**src/rtl/shift_mix_columns.sv**
```systemverilog
// AES-128 ShiftRows + MixColumns round stage, one column per clock through a single shared MixColumns unit.
// Latency 4 cycles from accept to o_valid; no accept while busy, result held in DONE until i_ready.
module shift_mix_columns #(
    parameter int DATA_WIDTH = 32
) (
    input  logic                  i_clk,
    input  logic                  i_rst,
    input  logic                  i_valid,
    output logic                  o_ready,
    input  logic                  i_last_round,
    input  logic [DATA_WIDTH-1:0] i_s0,
    input  logic [DATA_WIDTH-1:0] i_s1,
    input  logic [DATA_WIDTH-1:0] i_s2,
    input  logic [DATA_WIDTH-1:0] i_s3,
    output logic                  o_valid,
    input  logic                  i_ready,
    output logic [DATA_WIDTH-1:0] o_out0,
    output logic [DATA_WIDTH-1:0] o_out1,
    output logic [DATA_WIDTH-1:0] o_out2,
    output logic [DATA_WIDTH-1:0] o_out3,
    output logic                  o_busy
);

    typedef enum logic [1:0] {
        IDLE = 2'd0,
        CALC = 2'd1,
        DONE = 2'd2
    } state_t;

    state_t                         state;
    state_t                         state_nxt;
    logic [1:0]                     col;
    logic                           last_q;
    logic [3:0][DATA_WIDTH-1:0]     st_q;
    logic [3:0][DATA_WIDTH-1:0]     out_q;
    logic [DATA_WIDTH-1:0]          sh_col;
    logic [DATA_WIDTH-1:0]          mix_col;
    logic [DATA_WIDTH-1:0]          res_col;
    logic                           accept;

    function automatic logic [7:0] xtime(input logic [7:0] x);
        return {x[6:0], 1'b0} ^ (x[7] ? 8'h1b : 8'h00);
    endfunction

    function automatic logic [31:0] mix_one(input logic [31:0] a);
        logic [7:0] a0, a1, a2, a3;
        logic [7:0] b0, b1, b2, b3;
        a0 = a[7:0];
        a1 = a[15:8];
        a2 = a[23:16];
        a3 = a[31:24];
        b0 = xtime(a0) ^ (xtime(a1) ^ a1) ^ a2 ^ a3;
        b1 = a0 ^ xtime(a1) ^ (xtime(a2) ^ a2) ^ a3;
        b2 = a0 ^ a1 ^ xtime(a2) ^ (xtime(a3) ^ a3);
        b3 = (xtime(a0) ^ a0) ^ a1 ^ a2 ^ xtime(a3);
        return {b3, b2, b1, b0};
    endfunction

    assign accept = i_valid && o_ready;

    // ShiftRows for the column under the counter: row r comes from column (col+r) mod 4.
    always_comb begin
        sh_col = '0;
        for (int r = 0; r < 4; r++) begin
            sh_col[8*r +: 8] = st_q[col + 2'(r)][8*r +: 8];
        end
    end

    assign mix_col = mix_one(sh_col);
    assign res_col = last_q ? sh_col : mix_col;

    always_ff @(posedge i_clk) begin
        if (i_rst) begin
            state  <= IDLE;
            col    <= 2'd0;
            last_q <= 1'b0;
            st_q   <= '0;
            out_q  <= '0;
        end else begin
            state <= state_nxt;
            if (accept) begin
                st_q   <= {i_s3, i_s2, i_s1, i_s0};
                last_q <= i_last_round;
                col    <= 2'd0;
            end
            if (state == CALC) begin
                out_q[col] <= res_col;
                col        <= col + 2'd1;
            end
        end
    end

    always_comb begin
        state_nxt = state;
        o_ready   = 1'b0;
        o_valid   = 1'b0;
        o_busy    = 1'b0;
        case (state)
            IDLE: begin
                o_ready = 1'b1;
                if (i_valid) state_nxt = CALC;
            end
            CALC: begin
                o_busy = 1'b1;
                if (col == 2'd3) state_nxt = DONE;
            end
            DONE: begin
                o_busy  = 1'b1;
                o_valid = 1'b1;
                if (i_ready) state_nxt = IDLE;
            end
            default: state_nxt = IDLE;
        endcase
    end

    assign o_out0 = out_q[0];
    assign o_out1 = out_q[1];
    assign o_out2 = out_q[2];
    assign o_out3 = out_q[3];

endmodule

```
**config.mk**
```make
export PLATFORM = sky130hd
export DESIGN_NAME = shift_mix_columns
export DESIGN_NICKNAME = d
export VERILOG_FILES = /design/src/rtl/shift_mix_columns.sv
export SDC_FILE = /design/constraint.sdc
export NUM_CORES = 1
export LEC_CHECK = 0
export ABC_AREA = 1
export CORE_ASPECT_RATIO = 0.6
export CORE_MARGIN = 2
export CORE_UTILIZATION = 52
export CTS_CLUSTER_DIAMETER = 100
export DETAILED_ROUTE_END_ITERATION = 12
export PLACE_DENSITY = 0.81
export SETUP_SLACK_MARGIN = 0.05
export SLEW_MARGIN = 20
export SYNTH_ARGS = -nofsm -noshare
export SYNTH_HDL_FRONTEND = slang
export SYNTH_SLANG_ARGS = --single-unit
```
**constraint.sdc**
```tcl
create_clock -name i_clk -period 2.81 [get_ports i_clk]
set_input_delay 0.4215 -clock i_clk [delete_from_list [all_inputs] [get_ports i_clk]]
set_output_delay 0.4215 -clock i_clk [all_outputs]
set_load 0.02 [all_outputs]
```
==> impl_metrics.tcl <==
set metrics [dict create \
    coreArea_sq_um 25200 \
    yosysSeqAreaShare 0.392 \
    hpwl_mm 36.0 \
    cp_slowest_cell "dfxtp_2" \
    synth_mux_area_frac 0 \
    fin_nets 2522 \
    p_clk_frac 0.175 \
    cts.path.max_buffers 3 \
    htreeDepth 1 \
    timing.slew.headroom 0.309 \
    start_kind "flop" \
    path_clk_slew_ns 0.07 \
    wl_per_cell_microns 18.0 \
    setup_tns_ns 0 \
    cp_top_family "simple AND/OR/NAND/NOR gates" \
    tritoncts "built" \
    final_hold_viol_count 0 \
    p_per_area_nw_per_um2 1210 \
    start_util 0.529 \
    run_status "finished, final reports clean" \
    switching_share 0.498 \
    final_common_cell "nand2_1" \
    io_pins 264 \
    cts_buffers 25 \
    p_switching_w 0.0103 \
    die-area_sq_um 27000 \
    synth_compound_area_frac 0.0846 \
    areaGrowthSynthToFinish_pct 28.4 \
    period_minus_slack_ns 2.59 \
    yosys.area_share.simple 0.425 \
    peakVddDrop_mv 0.563 \
    fmax_mhz 386 \
    comb_power_share 0.580 \
    grt_pass1_wl_mm 75.8 \
    io_buffers 263 \
    worst_ep_arrival_time_ns 3.06 \
    crit_chain "inv_2 > ha_1 > buf_4 > nand3_1 > nand2_1 > nand2_1 > nand2_1 > nand2_1 > nand2_1 > nand3_1 > nand3_1 > nand2_1 > a21oi_1" \
    syn_inst 2172 \
    die_h_microns 128 \
    syn_nets 2313 \
    synth_cell_types 23 \
    max_stage_delay_ns 0.37 \
    finalSetupViolations 0 \
    cts.sinks 261 \
    cpMostUsedCell "nand2_1" \
    route.detailed.drc 0 \
    grt_max_degree 107 \
    hold_class "flop to flop" \
    final_antenna_net_count 0 \
    clk_latency_ns 0.55 \
    grt_pass1_vias 13700 \
    layout_common_cells "nand2_1 (701), nor2_1 (404), clkdlybuf4s50_1 (262), dfxtp_1 (260), nand3_1 (259)" \
    end_kind "flop" \
    grt_setup_unrepaired "false" \
    fin_area_sq_um 17100 \
    leakage_nw 8.15 \
    root_buffer "clkbuf_16" \
    path_buf_inv 2 \
    drt_pass1_iterations 5 \
    power.internal_w 0.0104 \
    min_period_over_period 0.922 \
    drt_iter0_markers 1745 \
    ys_seq_elements 261 \
    syn_area_sq_um 13300 \
    post-route-util 0.679 \
    slew_viol_final 0 \
    drv_cap 0 \
    drive_gt1_frac 0.0513 \
    synth-xor-area-share 0.00450 \
    worst_pin_slew_ns 1.04 \
    placed_cell_area_sq_um 16200 \
    routed_wl_mm 49.1 \
    gp_congestion 0.956 \
    ys_warn_count 0 \
    crit_fanout 27 \
    crit_required_ns 3.28 \
    diodes 0 \
    synth_fa_ha_area_frac 0.00751 \
    die_w_microns 211 \
    overflow 0 \
    fin_worst_skew_ns 0.0142 \
    syn_avg_cell_area_sq_um 6.14 \
    vias 14900 \
    path_class "flop to flop" \
    synth_top_family_by_area "simple AND/OR/NAND/NOR gates" \
    grt.total_usage 0.360 \
    fp-row-count 45 \
    antenna_found_initial 0 \
    vias_per_cell 5.47 \
    p_seq_frac 0.245 \
]
synth_stat cells:
library cell | n | area [sq um]
buf_2 | 12 | 60.1
buf_1 | 18 | 67.6
o21ai_0 | 164 | 821
nand2_1 | 702 | 2640
xnor2_2 | 1 | 16.3
nand2_2 | 19 | 119
xnor2_1 | 5 | 43.8
clkinv_1 | 1 | 3.75
a21oi_1 | 58 | 290
nand3_1 | 260 | 1300
buf_6 | 12 | 135
inv_2 | 19 | 71.3
nand2_4 | 1 | 11.3
nor2_1 | 404 | 1520
ha_1 | 8 | 100
clkbuf_1 | 71 | 267
nand3_2 | 5 | 50.1
o221ai_1 | 1 | 8.76
o211ai_1 | 1 | 7.51
dfxtp_1 | 261 | 5230
inv_1 | 143 | 537
buf_4 | 2 | 15.0
nand3b_1 | 4 | 30.0
layout make-up:
class | instances | area (sq um)
Clock buffer | 35 | 713
Clock inverter | 9 | 153
Fill cell | 2259 | 8110
Sequential cell | 261 | 5230
Timing Repair Buffer | 297 | 3040
Multi-Input combinational cell | 1633 | 6960
Inverter | 163 | 613
Tap cell | 329 | 412
flip-flops by register name (all words and copies together), names as in the netlist:
name	flops
st_q	128
o_out0	32
o_out1	32
o_out2	32
o_out3	32
col	2
state	2
last_q	1
logic make-up (layout without fill, tap and decap cells):
| logic type | after synthesis | count (layout) |
|---|---|---|
| AND/OR/NAND/NOR | 1395 | 1395 |
| buffers and inverters | 278 | 504 |
| flip-flops | 261 | 261 |
| AO/OA/AOI/OAI | 224 | 224 |
| adder cells (fa/ha/maj) | 8 | 8 |
| XOR/XNOR | 6 | 6 |
final timing paths:
kind                 start    endpoint  slack, ns  depth (start not counted)
hold reg to reg   st_q[65]    st_q[65]       0.46                          2
setup / recovery    col[0]  o_out1[17]       0.22                         13
hold / removal    st_q[65]    st_q[65]       0.46                          2
setup reg to reg    col[0]  o_out1[17]       0.22                         13
repair_timing:
action                     in CTS  in global routing
hold endpoints to repair        0                  0
setup buffers                   0                  0
hold buffers                    0                  0
resized for setup               0                  2
setup endpoints to repair       0                  6
through the flow:
step                instances  power, W  hold WS (ns)  worst slack (ns)
floorplan                2172    0.0127         0.424             0.482
global placement         2683    0.0165         0.437             0.340
detailed placement       2683    0.0167         0.444             0.277
CTS                      2727    0.0204         0.453             0.261
global route             2727    0.0222         0.472            0.0701
finish                   2727    0.0207         0.459             0.220
power by group through the flow:
stage	clock, W	combinational (W)	sequential, W
final	0.00363	0.0120	0.00507
after floorplan	0	0.00735	0.00535
after detailed placement	0	0.0116	0.00512
after global routing	0.00380	0.0132	0.00516
after CTS	0.00364	0.0117	0.00506
after global placement	0	0.0114	0.00510
worst register-to-register path, stage by stage (launching register included):
cell,delay [ns]
dfxtp_2,0.37
inv_2,0.07
ha_1,0.32
buf_4,0.34
nand3_1,0.22
nand2_1,0.25
nand2_1,0.11
nand2_1,0.13
nand2_1,0.06
nand2_1,0.06
nand3_1,0.06
nand3_1,0.07
nand2_1,0.24
a21oi_1,0.23
per-layer routing:
metal,track usage,up-vias,share of wire
li1,-,7216,-
met1,0.543,6850,0.46
met2,0.506,793,0.39
met3,0.110,65,0.14
met4,0.0601,0,0.013
met5,0,-,0
(Power assumes the default switching activity.)
